`src/rtl/min_max_pkg.sv`:
```
// Shared types and helpers for the min/max LED bar controller.
package min_max_pkg;

    // Display mode codes; 3'b110 and 3'b111 are unused and decode as OFF.
    typedef enum logic [2:0] {
        MODE_NORMAL = 3'b000,
        MODE_LINEAR = 3'b001,
        MODE_OFF    = 3'b010,
        MODE_ON     = 3'b011,
        MODE_SWEEP  = 3'b100,
        MODE_PEAK   = 3'b101
    } mode_t;

    // Helpers work on a fixed maximum bar width; callers slice the low
    // 2**VALSIZE bits, so VALSIZE must not exceed MAX_VALSIZE.
    localparam int unsigned MAX_VALSIZE = 32'd8;
    localparam int unsigned MAX_LEDS    = 32'd1 << MAX_VALSIZE;

    // Unsigned check that lo <= v <= hi.
    function automatic logic in_range(input int unsigned v,
                                      input int unsigned lo,
                                      input int unsigned hi);
        return (v >= lo) && (v <= hi);
    endfunction

    // Mask with bits lo..hi set (inclusive); empty when lo > hi.
    function automatic logic [MAX_LEDS-1:0] bar_mask(input int unsigned lo,
                                                     input int unsigned hi);
        logic [MAX_LEDS-1:0] ones;
        ones = {MAX_LEDS{1'b1}};
        if (lo > hi) begin
            return {MAX_LEDS{1'b0}};
        end else begin
            return (ones << lo) & (ones >> (MAX_LEDS - 32'd1 - hi));
        end
    endfunction

endpackage

```
`src/rtl/min_max_bar_ctrl_blink_gen.sv`:
```
// Free-running blink oscillator: osc_o toggles every BLINK_DIV cycles and
// tick_o marks the cycle whose rising edge performs that toggle.
module blink_gen #(
    parameter int BLINK_DIV = 4
) (
    input  logic clk_i,
    input  logic rst_i,
    output logic osc_o,
    output logic tick_o
);

    localparam int CNT_W = (BLINK_DIV > 1) ? $clog2(BLINK_DIV) : 1;
    localparam logic [CNT_W-1:0] CNT_LAST = CNT_W'(BLINK_DIV - 1);

    logic [CNT_W-1:0] cnt_q, cnt_d;
    logic             osc_q, osc_d;

    // Counter wrap detection and next oscillator phase.
    always_comb begin
        tick_o = (cnt_q == CNT_LAST);
        if (tick_o) begin
            cnt_d = {CNT_W{1'b0}};
            osc_d = ~osc_q;
        end else begin
            cnt_d = cnt_q + CNT_W'(1);
            osc_d = osc_q;
        end
    end

    // Counter and phase registers.
    always_ff @(posedge clk_i or posedge rst_i) begin
        if (rst_i) begin
            cnt_q <= {CNT_W{1'b0}};
            osc_q <= 1'b0;
        end else begin
            cnt_q <= cnt_d;
            osc_q <= osc_d;
        end
    end

    assign osc_o = osc_q;

endmodule

```
`src/rtl/min_max_bar_ctrl.sv`:
```
// Min/max LED bar controller: strobed configuration, value stream, peak
// tracking, running-dot sweep and a registered LED output.
module min_max_bar_ctrl
    import min_max_pkg::*;
#(
    parameter int VALSIZE   = 4,
    parameter int BLINK_DIV = 4
) (
    input  logic                  clk_i,
    input  logic                  rst_i,
    input  logic                  cfg_load_i,
    input  mode_t                 com_i,
    input  logic [VALSIZE-1:0]    min_i,
    input  logic [VALSIZE-1:0]    max_i,
    input  logic                  val_valid_i,
    input  logic [VALSIZE-1:0]    val_i,
    output logic                  err_o,
    output logic                  osc_o,
    output logic [2**VALSIZE-1:0] leds_o
);

    localparam int NLEDS = 2**VALSIZE;

    mode_t                mode_q, mode_d;
    logic [VALSIZE-1:0]   min_q, min_d;
    logic [VALSIZE-1:0]   max_q, max_d;
    logic [VALSIZE-1:0]   val_q, val_d;
    logic [VALSIZE-1:0]   peak_q, peak_d;
    logic [VALSIZE-1:0]   pos_q, pos_d;
    logic                 err_q, err_d;
    logic [NLEDS-1:0]     leds_q, leds_d;

    logic                 osc_s;
    logic                 tick_s;
    logic                 cfg_ok_s;
    logic                 val_in_s;
    logic                 peak_in_s;
    logic [MAX_LEDS-1:0]  bar_s;
    logic [MAX_LEDS-1:0]  tail_s;
    logic [MAX_LEDS-1:0]  full_s;

    blink_gen #(
        .BLINK_DIV (BLINK_DIV)
    ) u_blink (
        .clk_i  (clk_i),
        .rst_i  (rst_i),
        .osc_o  (osc_s),
        .tick_o (tick_s)
    );

    // Next state of configuration, value, peak and sweep position.
    always_comb begin
        cfg_ok_s = cfg_load_i && (min_i <= max_i);
        err_d    = cfg_load_i && (min_i > max_i);

        if (cfg_ok_s) begin
            mode_d = com_i;
            min_d  = min_i;
            max_d  = max_i;
        end else begin
            mode_d = mode_q;
            min_d  = min_q;
            max_d  = max_q;
        end

        if (val_valid_i) begin
            val_d = val_i;
        end else begin
            val_d = val_q;
        end

        // A config load clears the peak before a same-cycle value is folded in.
        if (cfg_ok_s) begin
            peak_d = val_valid_i ? val_i : {VALSIZE{1'b0}};
        end else if (val_valid_i) begin
            peak_d = (val_i > peak_q) ? val_i : peak_q;
        end else begin
            peak_d = peak_q;
        end

        // pos never exceeds max, so the increment cannot overflow.
        if (cfg_ok_s) begin
            pos_d = min_i;
        end else if (tick_s && (mode_q == MODE_SWEEP)) begin
            pos_d = (pos_q == max_q) ? min_q : pos_q + VALSIZE'(1);
        end else begin
            pos_d = pos_q;
        end
    end

    // LED pattern decode from the current register state.
    always_comb begin
        val_in_s  = in_range(32'(val_q), 32'(min_q), 32'(max_q));
        peak_in_s = in_range(32'(peak_q), 32'(min_q), 32'(max_q));
        bar_s     = bar_mask(32'(min_q), 32'(val_q));
        tail_s    = bar_mask(32'(val_q) + 32'd1, 32'(max_q));
        full_s    = {MAX_LEDS{1'b0}};
        case (mode_q)
            MODE_NORMAL: begin
                if (val_in_s) begin
                    full_s = bar_s | (osc_s ? tail_s : {MAX_LEDS{1'b0}});
                end else begin
                    full_s = {MAX_LEDS{1'b0}};
                end
            end
            MODE_LINEAR: full_s = bar_mask(32'd0, 32'(val_q));
            MODE_OFF:    full_s = {MAX_LEDS{1'b0}};
            MODE_ON:     full_s = {MAX_LEDS{1'b1}};
            MODE_SWEEP:  full_s = bar_mask(32'(pos_q), 32'(pos_q));
            MODE_PEAK: begin
                full_s = (val_in_s ? bar_s : {MAX_LEDS{1'b0}})
                       | (peak_in_s ? bar_mask(32'(peak_q), 32'(peak_q))
                                    : {MAX_LEDS{1'b0}});
            end
            default:     full_s = {MAX_LEDS{1'b0}};
        endcase
        leds_d = full_s[NLEDS-1:0];
    end

    // State and output registers.
    always_ff @(posedge clk_i or posedge rst_i) begin
        if (rst_i) begin
            mode_q <= MODE_OFF;
            min_q  <= {VALSIZE{1'b0}};
            max_q  <= {VALSIZE{1'b1}};
            val_q  <= {VALSIZE{1'b0}};
            peak_q <= {VALSIZE{1'b0}};
            pos_q  <= {VALSIZE{1'b0}};
            err_q  <= 1'b0;
            leds_q <= {NLEDS{1'b0}};
        end else begin
            mode_q <= mode_d;
            min_q  <= min_d;
            max_q  <= max_d;
            val_q  <= val_d;
            peak_q <= peak_d;
            pos_q  <= pos_d;
            err_q  <= err_d;
            leds_q <= leds_d;
        end
    end

    assign err_o  = err_q;
    assign osc_o  = osc_s;
    assign leds_o = leds_q;

endmodule

```
`config.mk`:
```
export PLATFORM = sky130hd
export DESIGN_NAME = min_max_bar_ctrl
export DESIGN_NICKNAME = d
export VERILOG_FILES = /design/src/rtl/min_max_pkg.sv /design/src/rtl/min_max_bar_ctrl_blink_gen.sv /design/src/rtl/min_max_bar_ctrl.sv
export SDC_FILE = /design/constraint.sdc
export NUM_CORES = 1
export LEC_CHECK = 0
export ABC_CLOCK_PERIOD_IN_PS = 5230
export CORE_MARGIN = 3
export CORE_UTILIZATION = 55
export DETAILED_ROUTE_END_ITERATION = 7
export DONT_BUFFER_PORTS = 1
export PLACE_DENSITY = 0.7
export SYNTH_ARGS = -nofsm -noshare
export SYNTH_HDL_FRONTEND = slang
export SYNTH_SLANG_ARGS = --single-unit
export TNS_END_PERCENT = 50
```
`constraint.sdc`:
```
create_clock -name clk_i -period 5.23 [get_ports clk_i]
set_clock_uncertainty 0.1 [all_clocks]
set_input_delay 0.523 -clock clk_i [delete_from_list [all_inputs] [get_ports clk_i]]
set_output_delay 0.523 -clock clk_i [all_outputs]
set_load 0.01 [all_outputs]
```
# == Word level (Yosys, flattened, before mapping) ==
# Index checks and enable logic that the tools add are counted.
# totals
out_inout_bits,18
input_bits,19
register_bits,43
elab_cells,77
# op_classes
n_addsub,7
order_cmp,11
n_bitwise,7
n_eq_ne,6
shift,8
reduce_logical,10
n_mux,18
# ops
cell,n
$shr 256x32->16 const A,4
$shl 256x4->16 const A,3
$shl 256x5->16 const A,1
$mux 16,9
$pmux 16 s5,1
$and 16x16->16,4
$sub 8x4->9 const A,4
$or 16x16->16,2
$mux 4,7
$gt 4x4->1,5
$le 4x4->1,3
$ge 4x4->1,2
$eq 3x3->1 const B,2
$reduce_bool 2->1,3
$add 4x1->5 const B,1
$gt 5x4->1,1
$logic_and 1x1->1,5
$add 4x1->4 const B,1
$eq 4x4->1,1
$eq 3x1->1 const B,1
$eq 3x2->1 const B,1
$logic_not 3->1,1
$add 2x1->2 const B,1
$eq 2x2->1 const B,1
other kinds (3),3

# == Longest topological paths before layout ==
# Gate-level depths: netlist of run 1.
# depth
word_depth,8
mapped_depth,12
mapped_depth_nobuf,10

# == Cells and area by module ==
# Synthesis of run 1 repeated with hierarchy kept, for this count alone.
# unflattened
cells_unflattened,425
hier_area_um2,3627.2
# modules_own_cells
module,seq_area_each_um2,instances,area_per_inst_um2,cells_each
min_max_bar_ctrl,1007.2,1,3510.9,417
blink_gen,75.1,1,116.4,8

# == Worst setup path before layout of run 1 ==
# Ideal clock, no wire load.
# synth_path
path_type,reg-to-reg
start,reg val_q[1]
end,reg leds_q[1] (netlist: leds_o[1])
stages_incl_launch_ff,11
required_ns,5.061
arrival_time_ns,2.794
path_buffers,0
slack_ns,2.267
cell_sequence,dfrtp_1 > ha_1 > inv_1 > ha_1 > ha_1 > a21o_1 > a211o_1 > o2bb2ai_4 > nand4_4 > or4_1 > nand3_1
# synth_via
elab_chain_len,8
elab_cells_between_ends,19
# synth_lines
element,line_no,source
start: declaration,min_max_bar_ctrl.sv:27,"logic [VALSIZE-1:0] val_q, val_d;"
start signal: assignment,min_max_bar_ctrl.sv:126,val_q <= {VALSIZE{1'b0}};
start signal: assignment,min_max_bar_ctrl.sv:135,val_q <= val_d;
"parallel branches: the longest is 7 deep, another holds $sub 8x4->9",-,
$pmux 16 s5 (*),min_max_bar_ctrl.sv:98,case (mode_q)
via full_s[1],min_max_bar_ctrl.sv:40,logic [MAX_LEDS-1:0] full_s;
end signal: assignment,min_max_bar_ctrl.sv:130,leds_q <= {NLEDS{1'b0}};
end signal: assignment,min_max_bar_ctrl.sv:139,leds_q <= leds_d;
end: declaration,min_max_bar_ctrl.sv:31,"logic [NLEDS-1:0] leds_q, leds_d;"
# Mark *: on every way through the listed nets, which the timed path passes.
# A chain may end at the register's enable or synchronous reset.

# == Worst setup path in the final report of run 1 ==
# layout_path
start,reg val_q[2]
end,reg leds_q[1] (netlist: leds_o[1])
# The elaborated chain is that of the path after synthesis.

==> results of run 1 <==
-- flip-flops by register name, indices dropped and copies added (netlist names) --
register,cells
err_o,1
leds_o,16
max_q,4
min_q,4
mode_q,3
peak_q,4
pos_q,4
u_blink.cnt_q,2
u_blink.osc_o,1
val_q,4
-- worst register-to-register path, stage by stage (launching register included) --
cell and delay [ns]:
dfrtp_1 0.74, inv_1 0.25, ha_1 0.52, ha_1 0.31, a21o_1 0.18, a211o_1 0.32, o2bb2ai_4 0.23, nand4_4 0.17
or4_1 0.51, nand3_1 0.11
-- cell usage in the layout, fill, tap and decap left out, types with 3 or more instances in the layout --
master,netlist,final
ha_1,40,40
dfrtp_1,38,38
inv_1,36,35
o21ai_0,32,32
nand2_1,31,31
a21oi_1,30,30
nor2_1,22,22
nand3_1,18,18
nor3_1,12,12
nor2b_1,8,8
xnor2_1,6,6
a31oi_1,6,6
o22ai_1,5,5
o211ai_1,5,5
a22oi_1,5,5
nor4_1,5,5
clkbuf_8,0,5
dfstp_2,5,5
nand4_1,4,4
a211oi_1,4,4
a22o_1,4,4
or3_1,4,4
a211o_1,4,4
a32oi_1,4,4
o21a_1,3,3
a21o_1,3,3
mux2_2,3,3
o31ai_1,3,3
and3_1,3,3
or4_1,3,3
mux2i_1,3,3
-- power by group --
part | internal [mW] | switching, mW
combinational | 0.217 | 0.369
clock | 0.142 | 0.124
sequential | 0.410 | 0.142
-- through the flow --
step / cells / util / hold slack (ns) / cell area [um2]
after floorplan: 406 / - / 0.303 / 3460
after global placement: 465 / 0.580 / 0.314 / 3500
after detailed placement: 465 / 0.580 / 0.335 / 3500
after CTS: 473 / 0.599 / 0.0421 / 3610
after global routing: 473 / 0.599 / 0.0607 / 3610
final: 473 / 0.599 / 0.0131 / 3610
-- final cells by class --
| class | count | share of cell area |
|---|---|---|
| tap | 75 | 0.0260 |
| sequential | 43 | 0.300 |
| clock buffer | 5 | 0.0191 |
| clock inverter | 3 | 0.0121 |
| multi-input combinational | 308 | 0.600 |
| timing repair buffer | 2 | 0.00416 |
| inverter | 37 | 0.0385 |
-- kinds of logic (layout without fill, tap and decap cells) --
logic type | after synthesis | count (layout)
buffers and inverters | 55 | 47
flip-flops | 43 | 43
XOR/XNOR | 7 | 7
multiplexers | 6 | 6
adder cells (fa/ha/maj) | 40 | 40
AND/OR/NAND/NOR | 122 | 122
AO/OA/AOI/OAI | 133 | 133
-- routing by layer --
layer | vias up | global-route usage | part of all wire | wire, um
li1 | 1486 | - | - | -
met1 | 1567 | 0.427 | 0.41 | 4460
met2 | 270 | 0.477 | 0.44 | 4770
met3 | 49 | 0.0689 | 0.11 | 1210
met4 | 0 | 0.132 | 0.046 | 501
met5 | - | 0 | 0 | 0
-- how the worst min path moves through the flow --
| stage | startpoint | to | slack, ns | depth (start not counted) |
|---|---|---|---|---|
| floorplan | u_blink.cnt_q[0]$_DFF_PP0_ | u_blink.cnt_q[0]$_DFF_PP0_ | 0.30 | 1 |
| global placement | u_blink.cnt_q[0]$_DFF_PP0_ | u_blink.cnt_q[0]$_DFF_PP0_ | 0.31 | 1 |
| detailed placement | u_blink.cnt_q[0]$_DFF_PP0_ | u_blink.cnt_q[0]$_DFF_PP0_ | 0.34 | 1 |
| CTS | rst_i | leds_o[2]$_DFF_PP0_ | 0.04 | 1 |
| global route | rst_i | leds_o[15]$_DFF_PP0_ | 0.06 | 1 |
| finish | rst_i | leds_o[14]$_DFF_PP0_ | 0.01 | 1 |
==> qor.yml, run 1 <==
status: "finished, final reports clean"
route.detailed.drc: 0
avgRoutedWirePerCell_um: 23.1
ctsHoldBuffers: 0
netlist_instances: 406
slew_viol_final: 0
yosysMostFrequentCell: "ha_1"
cts_tree: "done"
synth.cell_area_mm2: 0.00346
drt_iter0_drc: 508
synthDistinctLibCells: 64
synth_edf_count: 0
yosys.area_share.simple: 0.184
min_period_ns: 3.51
antenna_found_initial: 0
start_util: 0.575
grt.total_usage: 0.313
synth_compound_area_frac: 0.260
r2r-end: "leds_o[1]$_DFF_PP0_"
cp_top_family: "adder cells"
crit_path_cell_trace: "inv_1 -> ha_1 -> ha_1 -> a21o_1 -> a211o_1 -> o2bb2ai_4 -> nand4_4 -> or4_1 -> nand3_1"
cap_violations: 0
max_stage_delay_ns: 0.74
synth_nets: 465
ys_async_sr_fraction: 1.00
timing.slew.headroom: 0.273
grt_max_degree: 26
yosys_warnings: 0
core_mm2: 0.00603
vias: 3372
hp-class: "primary input to asynchronous set/reset pin"
regArea_mm2: 0.00108
powerDensity_mw_per_mm2: 389
synth-xor-area-share: 0.0177
cts-root-buf: "clkbuf_8"
io_buffers: 0
place_congestion: 1.07
clk_pin_slew_ns: 0.09
routed_via_density: 7.13
required_ns: 5.37
antenna_cells: 0
synthMuxAreaShare: 0.0184
cts-buffers-inserted: 5
synth-seq-area-share: 0.313
nNetsFinal: 456
ioPinCount: 37
ir_drop_mv: 0.262
totalPowerFinal_mw: 1.40
worstSetupEndpointType: "flip-flop"
htreeDepth: 2
row_count: 28
drive_gt1_frac: 0.0653
cpMaxStageDelayCell: "dfrtp_1"
rsz0062_at_grt: "no"
synth_top_family_by_area: "compound AO/OA/AOI/OAI gates"
setup_viol: 0
ys_seq_elements: 43
die_h_um: 85.4
crit_path_frequent_cell: "ha_1"
multi_input_area_mm2: 0.00217
critPathMaxFanout: 16
routed_wl_mm: 10.9
r2r-start: "val_q[2]$_DFFE_PP0P_"
synth_top_area_frac: 0.275
clock_sinks: 43
first_global_vias: 3199
nFillCells: 544
area.growth.synth_to_final_pct: 4.19
cts_max_path_buffers: 2
postCtsSetupRepairBufs: 0
worstMarginPinSlew_ns: 1.08
leakage_nw: 1.59
synth_flop_cell: "dfrtp_1"
setup.worst_path.end: "leds_o[1]$_DFF_PP0_"
fin_setup_tns_ns: 0
synth_area_leaders: "dfrtp_1 (27%), ha_1 (14%), o21ai_0 (4.6%), a21oi_1 (4.3%), inv_1 (3.9%)"
setup_ws_ns: 1.72
grt_overflow_total: 0
yosys.area.top_type: "dfrtp_1"
die-width_um: 85.4
ctsResizeCount: 0
synth_top_cells_by_count: "ha_1 (40), dfrtp_1 (38), inv_1 (36)"
preCtsSetupSlack_ns: 1.87
r2r_slack_ns: 1.72
finalHoldViolCount: 0
synth_area_per_cell_um2: 8.53
cp.depth: 9
worstSetupStartpoint: "val_q[2]$_DFFE_PP0P_"
rr_worst_depth: 9
start_kind: "flip-flop"
clkLatencyLatePin_ns: 0.31
critPathBufInv: 1
fmax_mhz: 285
ant_nets: 0
hpwl_mm: 8.30
synthAdderAreaFrac: 0.145
min_period_over_period: 0.671
cp.arrival_ns: 3.65
dieArea_mm2: 0.00729
crit_type: "flip-flop to flip-flop"
grt_pass1_wl_mm: 17.6
firstDrtPassIters: 6
Power figures use the tool's default switching activity.
==> inputs of run 2 (changes only) <==
- ABC_CLOCK_PERIOD_IN_PS: 5230 -> 2900
- PLACE_DENSITY: 0.7 -> 0.73
- clock period: 5.23 -> 2.9 ns (I/O delays scaled with it)
==> run 2 against run 1 <==
  * The flow now finishes with violations (hold timing)
  * Routed wire length rose by 1.2%
  * Final cell count rose by 7.8%
  * Global-route usage fell by 0.35 points
  * First-iteration DRC count rose by 1.6%
  * Die area did not move
  * Worst setup slack got worse by 1.6 ns
  * Largest power group unchanged
  * Final area rose by 7.6%
  * Clock power rose by 54%
  * Hold slack got worse by 0.017 ns
==> qor.yml, run 2 (synthesized netlist as in run 1, its figures left out) <==
grt.total_usage: 0.309  # was 0.313
cpMaxStageDelayCell: "or4_1"  # was dfrtp_1
worstMarginPinSlew_ns: 0.902  # was 1.08 ns
mostFrequentLayoutCells: "ha_1 (39), dfrtp_1 (37), buf_4 (36)"  # was ha_1 (40), dfrtp_1 (38), inv_1 (35)
leakage_nw: 1.76  # was 1.59 nW
status: "finished, violations left"  # was finished, final reports clean
place_congestion: 0.996  # was 1.07
vias: 3448  # was 3372
crit_path_cell_trace: "ha_2 -> inv_1 -> ha_1 -> ha_1 -> a21o_1 -> a211o_1 -> o2bb2ai_4 -> nand4_4 -> or4_1 -> nand3_1"  # was inv_1 -> ha_1 -> ha_1 -> a21o_1 -> a211o_1 -> o2bb2ai_4 -> nand4_4 -> or4_1 -> nand3_1
cts_max_path_buffers: 2  # unchanged
hp-class: "primary input to flip-flop"  # was primary input to asynchronous set/reset pin
nNetsFinal: 493  # was 456
firstDrtPassIters: 6  # unchanged
core_mm2: 0.00603  # unchanged
cts-root-buf: "clkbuf_8"  # unchanged
clkPwrFrac: 0.157  # was 0.190
layout_commonest_cell: "ha_1"  # unchanged
grt_pass1_wl_mm: 17.5  # was 17.6 mm
place_area_mm2: 0.00375  # was 0.00350 mm2
drive_gt1_frac: 0.147  # was 0.0653
start_kind: "flip-flop"  # unchanged
die_h_um: 85.4  # unchanged
htreeDepth: 2  # unchanged
crit_path_frequent_cell: "ha_1"  # unchanged
antenna_found_initial: 0  # unchanged
violations: "hold timing"
switching_share: 0.455  # was 0.452
critPathMaxFanout: 7  # was 16
min_period_over_period: 0.966  # was 0.671
routed_via_density: 6.76  # was 7.13
fmax_mhz: 357  # was 285 MHz
clk_pin_slew_ns: 0.10  # was 0.09 ns
finalHoldViolCount: 1  # was 0
crit_type: "flip-flop to flip-flop"  # unchanged
area.growth.synth_to_final_pct: 12.1  # was 4.19%
intPower_mw: 1.42  # was 0.769 mW
timing.slew.headroom: 0.399  # was 0.273
row_count: 28  # unchanged
drt_iter0_drc: 516  # was 508
max_stage_delay_ns: 0.51  # was 0.74 ns
dieArea_mm2: 0.00729  # unchanged
die-width_um: 85.4  # unchanged
grt_overflow_total: 0  # unchanged
hpwl_mm: 8.57  # was 8.30 mm
powerDensity_mw_per_mm2: 671  # was 389 mW/mm2
p_comb_frac: 0.490  # was 0.417
rsz0062_at_grt: "yes"  # was no
critPathBufInv: 1  # unchanged
cp_top_family: "simple AND/OR/NAND/NOR gates"  # was adder cells
holdWs_ns: -0.00407  # was 0.0131 ns
min_period_ns: 2.80  # was 3.51 ns
io_buffers: 0  # unchanged
ioPinCount: 37  # unchanged
avgRoutedWirePerCell_um: 21.7  # was 23.1 um
ant_nets: 0  # unchanged
route.detailed.drc: 0  # unchanged
cts_tree: "done"  # unchanged
fin_setup_tns_ns: 0  # unchanged
routed_wl_mm: 11.1  # was 10.9 mm
fin_util: 0.644  # was 0.599
antenna_cells: 0  # unchanged
required_ns: 3.04  # was 5.37 ns
cap_violations: 0  # unchanged
fin_area_mm2: 0.00388  # was 0.00361 mm2
p_seq_frac: 0.352  # was 0.393
clock_sinks: 43  # unchanged
cts-buffers-inserted: 5  # unchanged
largest_reg_flops: 16  # unchanged
clkLatencyLatePin_ns: 0.30  # was 0.31 ns
worstSetupEndpointType: "flip-flop"  # unchanged
power_switching_mw: 1.19  # was 0.635 mW
start_util: 0.575  # unchanged
ir_drop_mv: 0.437  # was 0.262 mV
cp.arrival_ns: 2.94  # was 3.65 ns
setup_viol: 0  # unchanged
slew_viol_final: 0  # unchanged
totalPowerFinal_mw: 2.61  # was 1.40 mW
first_global_vias: 3294  # was 3199
grt_max_degree: 44  # was 26
run 2: power groups by stage:
stage                     combinational (mW)  clock, mW  sequential [mW]
after floorplan                        0.830          0            0.865
after global placement                  1.21          0            0.923
after detailed placement                1.22          0            0.926
after CTS                               1.23      0.414            0.914
after global routing                    1.41      0.433            0.934
final                                   1.28      0.410            0.919
run 2: worst register-to-register path: stages, from the launching register on:
cell and delay (ns):
dfrtp_1 0.40, ha_2 0.19, inv_1 0.07, ha_1 0.25, ha_1 0.30, a21o_1 0.19, a211o_1 0.32, o2bb2ai_4 0.17
nand4_4 0.17, or4_1 0.51, nand3_1 0.09
run 2: final timing paths:
check	from	to	slack [ns]	cells past startpoint
max	val_q[0]$_DFFE_PP0P_	leds_o[1]$_DFF_PP0_	0.1	10
min	max_i[2]	max_q[2]$_DFFE_PP1P_	-0.004	2
max reg2reg	val_q[0]$_DFFE_PP0P_	leds_o[1]$_DFF_PP0_	0.1	10
min reg2reg	u_blink.cnt_q[0]$_DFF_PP0_	u_blink.cnt_q[0]$_DFF_PP0_	0.33	1
max in group asynchronous	rst_i	val_q[1]$_DFFE_PP0P_	1.55	2
min in group asynchronous	rst_i	pos_q[1]$_DFFE_PP0P_	0.52	2
run 2: timing repair:
item                       in CTS  in global routing
hold buffers                    3                  0
setup endpoints to repair       0                  2
hold endpoints to repair       22                  0
gates resized for setup         0                  1
buffers inserted                0                  1
run 2: stage by stage:
step	cells	hold slack, ns	worst slack [ns]
6_report	510	-0.00407	0.0999
2_1_floorplan	406	0.299	0.0123
3_3_place_gp	498	0.298	0.164
3_5_place_dp	498	0.305	0.115
4_1_cts	509	0.00255	0.0865
5_1_grt	510	0.00492	-0.0132
run 2: layout make-up:
class	count	area, um2
Sequential cell	43	1080
Fill cell	525	2140
Clock buffer	5	68.8
Tap cell	75	93.8
Timing Repair Buffer	39	300
Clock inverter	3	23.8
Inverter	37	139
Multi-Input combinational cell	308	2170
run 2: routing by layer:
layer / vias up / wire length (um) / GRT usage
met4: 0 / 562 / 0.127
met2: 254 / 5020 / 0.504
li1: 1558 / - / -
met3: 56 / 1060 / 0.0534
met5: - / 0 / 0
met1: 1580 / 4430 / 0.407
